==> config.mk <==
export PLATFORM = sky130hd
export DESIGN_NAME = dist_ram_sdp
export DESIGN_NICKNAME = d
export VERILOG_FILES = /design/src/rtl/dist_ram_sdp.sv
export SDC_FILE = /design/constraint.sdc
export NUM_CORES = 1
export LEC_CHECK = 0
export CORE_MARGIN = 2
export CORE_UTILIZATION = 55
export CTS_CLUSTER_SIZE = 12
export DETAILED_ROUTE_END_ITERATION = 6
export PLACE_DENSITY = 0.79
export SYNTH_ARGS = -nofsm -noshare
export SYNTH_HDL_FRONTEND = slang
export SYNTH_SLANG_ARGS = --single-unit
==> constraint.sdc <==
create_clock -name CLK -period 6.2 [get_ports CLK]
set_input_delay 1.86 -clock CLK [delete_from_list [all_inputs] [get_ports CLK]]
set_output_delay 1.86 -clock CLK [all_outputs]
set_load 0.01 [all_outputs]
==> src/rtl/dist_ram_sdp.sv <==
// Simple-dual-port LUT RAM (one write port, one read port, one clock) with a built-in clear sweep.
// Latency: read is combinational when OUT_REG=0 and one cycle (read-first) when OUT_REG=1; writes land at the edge.
// Backpressure: none; user writes issued while BUSY=1 are dropped and flagged on WE_ERR the following cycle.
module dist_ram_sdp #(
    parameter int                              DATA_W    = 8,
    parameter int                              ADDR_W    = 6,
    parameter logic [DATA_W*(2**ADDR_W)-1:0]   INIT      = '0,
    parameter int                              OUT_REG   = 0,
    parameter logic [DATA_W-1:0]               CLR_VALUE = '0
) (
    input  logic              CLK,
    input  logic              RST,
    input  logic              CLR,
    output logic              BUSY,
    input  logic              WE,
    input  logic [ADDR_W-1:0] WA,
    input  logic [DATA_W-1:0] D,
    output logic              WE_ERR,
    input  logic [ADDR_W-1:0] RA,
    output logic [DATA_W-1:0] O
);

    localparam int                DEPTH = 2 ** ADDR_W;
    localparam logic [ADDR_W-1:0] LAST  = ADDR_W'(DEPTH - 1);

    typedef enum logic {
        IDLE  = 1'b0,
        SWEEP = 1'b1
    } state_t;

    state_t              state;
    state_t              state_nxt;
    logic [ADDR_W-1:0]   cnt;
    logic [ADDR_W-1:0]   cnt_nxt;

    // Single internal write port shared by the user and the sweep; they never
    // compete because user writes are only honoured in IDLE.
    logic                mem_we;
    logic [ADDR_W-1:0]   mem_wa;
    logic [DATA_W-1:0]   mem_wd;

    // Flat storage so the power-up image maps directly onto INIT.
    logic [DATA_W*DEPTH-1:0] mem = INIT;
    logic [DATA_W-1:0]       rd_dat;

    // State register and sweep counter; reset aborts any sweep in progress.
    always_ff @(posedge CLK) begin
        if (RST) begin
            state <= IDLE;
            cnt   <= '0;
        end else begin
            state <= state_nxt;
            cnt   <= cnt_nxt;
        end
    end

    // Next-state logic and write-port arbitration between user and sweep.
    always_comb begin
        state_nxt = state;
        cnt_nxt   = cnt;
        mem_we    = 1'b0;
        mem_wa    = WA;
        mem_wd    = D;
        case (state)
            IDLE: begin
                // The write in the CLR cycle still goes through: BUSY is low.
                mem_we = WE;
                if (CLR) begin
                    state_nxt = SWEEP;
                    cnt_nxt   = '0;
                end
            end
            SWEEP: begin
                mem_we = 1'b1;
                mem_wa = cnt;
                mem_wd = CLR_VALUE;
                // Explicit terminal compare rather than relying on wrap-around.
                if (cnt == LAST) begin
                    state_nxt = IDLE;
                    cnt_nxt   = '0;
                end else begin
                    cnt_nxt = cnt + 1'b1;
                end
            end
            default: begin
                state_nxt = IDLE;
                cnt_nxt   = '0;
            end
        endcase
    end

    // Memory write; nothing is written in a reset cycle, but content survives reset.
    always_ff @(posedge CLK) begin
        if (mem_we && !RST) begin
            mem[int'(mem_wa)*DATA_W +: DATA_W] <= mem_wd;
        end
    end

    // Dropped-write flag, one cycle after the offending write attempt.
    always_ff @(posedge CLK) begin
        if (RST) begin
            WE_ERR <= 1'b0;
        end else begin
            WE_ERR <= (state == SWEEP) && WE;
        end
    end

    assign BUSY   = (state == SWEEP);
    assign rd_dat = mem[int'(RA)*DATA_W +: DATA_W];

    generate
        if (OUT_REG != 0) begin : g_oreg
            logic [DATA_W-1:0] o_q;

            // Registered read samples the array before this edge's write (read-first).
            always_ff @(posedge CLK) begin
                if (RST) begin
                    o_q <= '0;
                end else begin
                    o_q <= rd_dat;
                end
            end

            assign O = o_q;
        end else begin : g_oasync
            assign O = rd_dat;
        end
    endgenerate

endmodule

==> run summary, run 1 <==
H-tree depth - 2
part of the power in registers - 0.507
initial DRC count - 2540
WP data arrival - 4.36 ns
Main synth FF type - edfxtp_1
synthesized flop and latch total - 520
cts bufs inserted - 52
crit-path cells - buf_6 -> buf_4 -> buf_16 -> mux4_2 -> nor2_1 -> a211oi_1 -> a21oi_1 -> o41ai_2 -> clkdlybuf4s50_1
Die X - 213.6 um
CTS tree - yes
max-slew violations - 0
post-route ant nets - 0
CP max FO - 38
Worst EP required - 4.34 ns
Core Util, Final - 0.6267
crit path capture type - output pin
# rows - 76
Max IR drop VDD - 0.1933 mV
final WL - 64.95 mm
post-synth cell types - 52
clock root buffer - clkbuf_16
worst min path class - flip-flop to flip-flop
P&R area growth vs syn - 12.02%
Final Critical Period - 6.225 ns
vias in the first global route - 15859
fmax - 0.1607 GHz
pwr/cell area - 279.9 mW/mm^2
Synth Net Count - 1753
Max-slew headroom - 0.2405
IO buf count - 33
worst skew pair latency - 0.60 ns
via count - 16191
hpwl dp - 40.77 mm
RePlAce Congestion - 0.9077
status - complete, but fails checks
die area - 0.04561 sq mm
residual DRC count - 0
Die H - 213.6 um
period utilisation layout - 1.004
instance area after placement - 0.02543 sq mm
P_sw - 1904 uW
post-route cell area - 0.02706 sq mm
Crit path largest cell delay - 0.61 ns
clk sinks - 520
Logic pwr share - 0.113
GR Overflow Total - 0
commonest non-fill, non-tap cell in the layout - edfxtp_1
final hold viol count - 0
most frequent cells in the layout - edfxtp_1, nor3_1, nor2_1, mux4_2, buf_4
Final setup viols - 1
Internal Power - 5669 uW
Gate Count Post-Synth - 1726
Syn Area/Cell - 13.99 sq um
setup TNS - -0.02461 ns
Net Sw Frac - 0.2514
CP delay by family, top - buffers and inverters
CTS max path bufs - 3
Pleak - 0.008509 uW
pin count of the biggest net entering global routing - 77
starting density of the core - 0.5595
core area - 0.04317 sq mm
DR WL/cell - 27.66 um
Cell Area, Synth - 0.02415 sq mm
Worst Path Buf+Inv - 4
number of enable flip-flop cells after synthesis - 512
CP Class - input port to output pin
Layout Skew - 0.009147 ns
nets - 1760
global-route wire length before repair - 97.95 mm
worst-margin pin slew - 1.135 ns
Async S/R FF share, synth - 0
failing checks - negative setup slack
Max-Cap Viols - 0
initial antenna violation count - 2
YS warnings - 0
hold slack - 0.5909 ns
fillers - 3091
Crit-path slowest cell - clkdlybuf4s50_1
Seq/Total Area, Yosys - 0.6432
# IOs - 34
RSZ-0062 raised after global routing - true
diodes inserted - 0
crit path launch type - input port
GRT Total Usage - 0.2922
DP Worst Slack - -0.1159 ns
First-pass DRT Iterations - 5
layout cells sized above 1 - 0.2167
Clock power frac - 0.380
Vias/cell - 6.896
setup ws final - -0.02461 ns
CTS clk-pin slew, worst paths - 0.06 ns
[state kept, by name, summed over array words and instances (netlist names)]
signal,flops
cnt,6
WE_ERR,1
BUSY,1
mem,512
[per-layer routing]
layer,track usage,vias up,part of all wire
li1,-,6758,-
met1,0.3954,7991,0.35
met2,0.4569,1240,0.47
met3,0.07147,200,0.13
met4,0.1233,2,0.045
met5,0.007543,-,0.00018
[path summary, 6_finish.rpt]
check | startpoint | end | slack [ns] | cells after the start
worst min register to register | cnt[5] | cnt[5] | 0.59 | 2
worst max-delay path | RA[1] | O[4] | -0.02 | 9
worst min-delay path | cnt[5] | cnt[5] | 0.59 | 2
worst max register to register | BUSY | mem[364] | 1.89 | 8
[worst register-to-register path, cell delays in order, from the launching register on]
cell,delay [ns]
dfxtp_2,0.96
nor3_2,0.17
o21ai_0,0.55
nor2_1,0.14
ha_1,0.37
a2111oi_2,0.76
nand2_1,0.43
nor2_1,0.42
buf_4,0.23
[metrics by stage]
stage | std cells | power, uW
final | 2348 | 7573
after global routing | 2348 | 7746
after CTS | 2346 | 7551
after detailed placement | 2262 | 4728
after global placement | 2262 | 4710
after floorplan | 1726 | 4451
[power groups by stage]
stage | Clock [uW] | Sequential, uW | Combinational [uW]
final | 2880 | 3840 | 852
after global routing | 3020 | 3840 | 890
after CTS | 2890 | 3840 | 821
after detailed placement | 0 | 3910 | 814
after global placement | 0 | 3910 | 797
after floorplan | 0 | 3910 | 546
[cell type report]
class / count / area, sq um / area share
Timing Repair Buffer: 167 / 1534 / 0.05669
Clock buffer: 71 / 1394 / 0.05151
Tap cell: 585 / 732.0 / 0.02705
Inverter: 4 / 15.01 / 0.0005549
Multi-Input combinational cell: 988 / 7759 / 0.2868
Clock inverter: 13 / 87.58 / 0.003237
Sequential cell: 520 / 15540 / 0.5742
[repair_timing]
item,4_1_cts,5_1_grt
setup buffers,0,1
endpoints found under the setup margin,5,8
pin swaps,0,1
gates cloned,0,1
resized for setup,8,21
hold buffers,0,0
[kinds of logic after synthesis]
| family | Yosys count | share of synthesized area |
|---|---|---|
| buffers and inverters | 218 | 0.04279 |
| DFF | 520 | 0.6432 |
| AOI/OAI and AO/OA | 104 | 0.03108 |
| xor gates and xnor gates | 5 | 0.002124 |
| adders and majority gates | 3 | 0.001554 |
| and+or+nand+nor | 709 | 0.1456 |
| muxes | 167 | 0.1337 |
[cell usage after synthesis (all sizes together), types with 4 or more instances]
master   count  area [sq um]
edfxtp     512         15370
xnor2        4         42.55
nand2       34         127.6
inv          4         15.01
nand3       13         65.06
mux2i       34         356.6
nand3b       4         30.03
a221o        6         60.06
o41ai        6         52.55
a211oi      14         105.1
nor2       123         461.7
buf        100         590.6
o22a         6         52.55
a21oi       16         80.08
nand4b       8         70.07
mux2        11         123.9
a2111oi      8         82.58
dfxtp        8         160.2
o22ai        8         50.05
nor3b        6         50.05
o21ai       19         95.09
nor3       491          2522
clkbuf     114         427.9
nand2b      12         75.07
nor2b       10         62.56
mux4       122          2748
o221ai       6         52.55
Power figures use the tool's default switching activity.
==> run 2, diff against run 1 <==
CORE_UTILIZATION = 50   (was 55)
PLACE_DENSITY = 0.74   (was 0.79)
SKIP_LAST_GASP = 1   (was unset)
==> run 2 against run 1 <==
The run now ends clean. Sequential power about the same. Final area down 0.35%. Maximum frequency up 1.5%. Sequential share of layout area up 0.20 points. First-iteration DRC count down 22%. Flip-flop and latch count unchanged. Die area up 9.8%. Critical path type unchanged. Largest cell class unchanged. Largest power group unchanged.
==> run summary, run 2 (synthesized netlist as in run 1, its figures left out) <==
status - completed (was complete, but fails checks)
CP max FO - 26 (was 38)
fillers - 3666 (was 3091)
crit path launch type - input port (unchanged)
crit-path cells - buf_4 -> mux4_2 -> nor2b_1 -> a2111oi_0 -> buf_4 -> o41ai_1 -> clkdlybuf4s50_1 (was buf_6 -> buf_4 -> buf_16 -> mux4_2 -> nor2_1 -> a211oi_1 -> a21oi_1 -> o41ai_2 -> clkdlybuf4s50_1)
fmax - 0.1631 GHz (was 0.1607 GHz)
initial antenna violation count - 1 (was 2)
Critical Path End - O[7] (was O[4])
Layout Skew - 0.02594 ns (was 0.009147 ns)
Reg with most FFs - mem (unchanged)
IO buf count - 33 (unchanged)
Worst Path Buf+Inv - 3 (was 4)
hold slack - 0.5925 ns (was 0.5909 ns)
crit path capture type - output pin (unchanged)
residual DRC count - 0 (unchanged)
CTS tree - yes (unchanged)
most frequent cells in the layout - edfxtp_1, nor3_1, nor2_1, mux4_2, buf_4 (unchanged)
final WL - 63.21 mm (was 64.95 mm)
via count - 15613 (was 16191)
pwr/cell area - 279.6 mW/mm^2 (was 279.9 mW/mm^2)
period utilisation layout - 0.9891 (was 1.004)
hpwl dp - 40.64 mm (was 40.77 mm)
Crit path largest cell delay - 0.65 ns (was 0.61 ns)
nets - 1752 (was 1760)
Regs by FF count - mem x512, cnt x6 (unchanged)
reg-to-reg endpoint - mem[448] (was mem[364])
max-slew violations - 0 (unchanged)
pin count of the biggest net entering global routing - 96 (was 77)
CTS max path bufs - 3 (unchanged)
max FFs per register - 512 (unchanged)
post-route ant nets - 0 (unchanged)
cts bufs inserted - 53 (was 52)
DP Worst Slack - 0.02282 ns (was -0.1159 ns)
Layout Cells excl Fill - 2372 (was 2348)
global-route wire length before repair - 96.50 mm (was 97.95 mm)
Die X - 223.8 um (was 213.6 um)
CP Class - input port to output pin (unchanged)
Max-Cap Viols - 0 (unchanged)
DR WL/cell - 26.65 um (was 27.66 um)
die area - 0.05008 sq mm (was 0.04561 sq mm)
Vias/cell - 6.582 (was 6.896)
starting density of the core - 0.5059 (was 0.5595)
initial DRC count - 1972 (was 2540)
Hold-fix buffers, CTS - 0 (unchanged)
final hold viol count - 0 (unchanged)
worst-margin pin slew - 1.041 ns (was 1.135 ns)
Pleak - 0.008469 uW (was 0.008509 uW)
Setup crit start - RA[2] (was RA[1])
Final Critical Period - 6.132 ns (was 6.225 ns)
Max IR drop VDD - 0.1708 mV (was 0.1933 mV)
Levels on crit path - 7 (was 9)
Die H - 223.8 um (was 213.6 um)
RePlAce Congestion - 0.9699 (was 0.9077)
worst skew pair latency - 0.62 ns (was 0.60 ns)
worst min path class - flip-flop to flip-flop (unchanged)
Max-slew headroom - 0.3050 (was 0.2405)
H-tree depth - 2 (unchanged)
most used cell, CP - buf_4
Critical R2R Launch - BUSY (unchanged)
layout cells sized above 1 - 0.2084 (was 0.2167)
vias in the first global route - 15470 (was 15859)
core area - 0.04775 sq mm (was 0.04317 sq mm)
R2R setup slack - 2.24 ns (was 1.89 ns)
clk sinks - 520 (unchanged)
Worst EP required - 4.34 ns (about the same)
WP data arrival - 4.27 ns (was 4.36 ns)
FF-to-FF path depth - 8 (unchanged)
# IOs - 34 (unchanged)
# rows - 80 (was 76)
CP delay by family, top - buffers and inverters (unchanged)
Crit-path slowest cell - clkdlybuf4s50_1 (unchanged)
setup ws final - 0.06766 ns (was -0.02461 ns)
CTS clk-pin slew, worst paths - 0.06 ns (about the same)
placed cells - 2284 (was 2262)
Final setup viols - 0 (was 1)
First-pass DRT Iterations - 6 (was 5)
GRT Total Usage - 0.2570 (was 0.2922)
P&R area growth vs syn - 11.63% (was 12.02%)
GR Overflow Total - 0 (unchanged)
commonest non-fill, non-tap cell in the layout - edfxtp_1 (unchanged)
clock root buffer - clkbuf_16 (unchanged)
[run 2: cell types whose count changed in the layout (fill, tap and decap cells not counted), moves of 4 or more]
cell,before,now
a2111oi_0,1,5
buf_6,6,1
buf_4,117,111
o21ai_2,3,7
o21ai_4,4,0
buf_12,9,14
[run 2: routing by layer]
layer / part of all wire / up-vias / track usage
li1: - / 6735 / -
met3: 0.096 / 139 / 0.04578
met4: 0.039 / 0 / 0.09763
met5: 0 / - / 0
met1: 0.38 / 7863 / 0.3555
met2: 0.48 / 876 / 0.4106
[run 2: power by group]
part           switching, uW  internal [uW]  total (uW)
Clock                   1310           1560        2870
Sequential              8.04           3830        3840
Combinational            591            237         829
Total                   1910           5630        7540
[run 2: final cells by class]
class	count	area, sq um	area share
sequential	520	15540	0.5762
multi-input combinational	988	7677	0.2847
timing repair buffer	158	1468	0.05443
clock buffer	68	1383	0.05128
tap	615	769.5	0.02854
clock inverter	18	111.4	0.004130
inverter	4	15.01	0.0005569
antenna	1	2.502	0.00009281
[run 2: how the worst min path moves through the flow]
stage               slack, ns  endpoint  cells past startpoint   start
detailed placement       0.57    cnt[2]                      2  cnt[2]
CTS                      0.58    cnt[2]                      2  cnt[2]
global route             0.61    cnt[2]                      2  cnt[2]
global placement         0.56    cnt[2]                      2  cnt[2]
floorplan                0.52    cnt[5]                      2  cnt[5]
finish                   0.59    cnt[2]                      2  cnt[2]
[run 2: repair_timing]
| action | in CTS | in global routing |
|---|---|---|
| resized for setup | 0 | 7 |
| setup endpoints to repair | 0 | 7 |
| buffers inserted | 0 | 1 |
[run 2: metrics by stage]
stage          setup TNS, ns  area (sq um)  power, uW    util
2_1_floorplan              0         24150       4451       -
3_3_place_gp               0         25430       4708  0.5325
3_5_place_dp               0         25430       4721  0.5325
4_1_cts                    0         26920       7543  0.5638
5_1_grt             -0.01157         26960       7728  0.5647
6_report                   0         26960       7539  0.5647
[run 2: tightest hold or removal path, delay by kind of cell, from the launching register on]
family          cells  cell delay [ns]
flops               1             0.37
compound gates      2             0.17
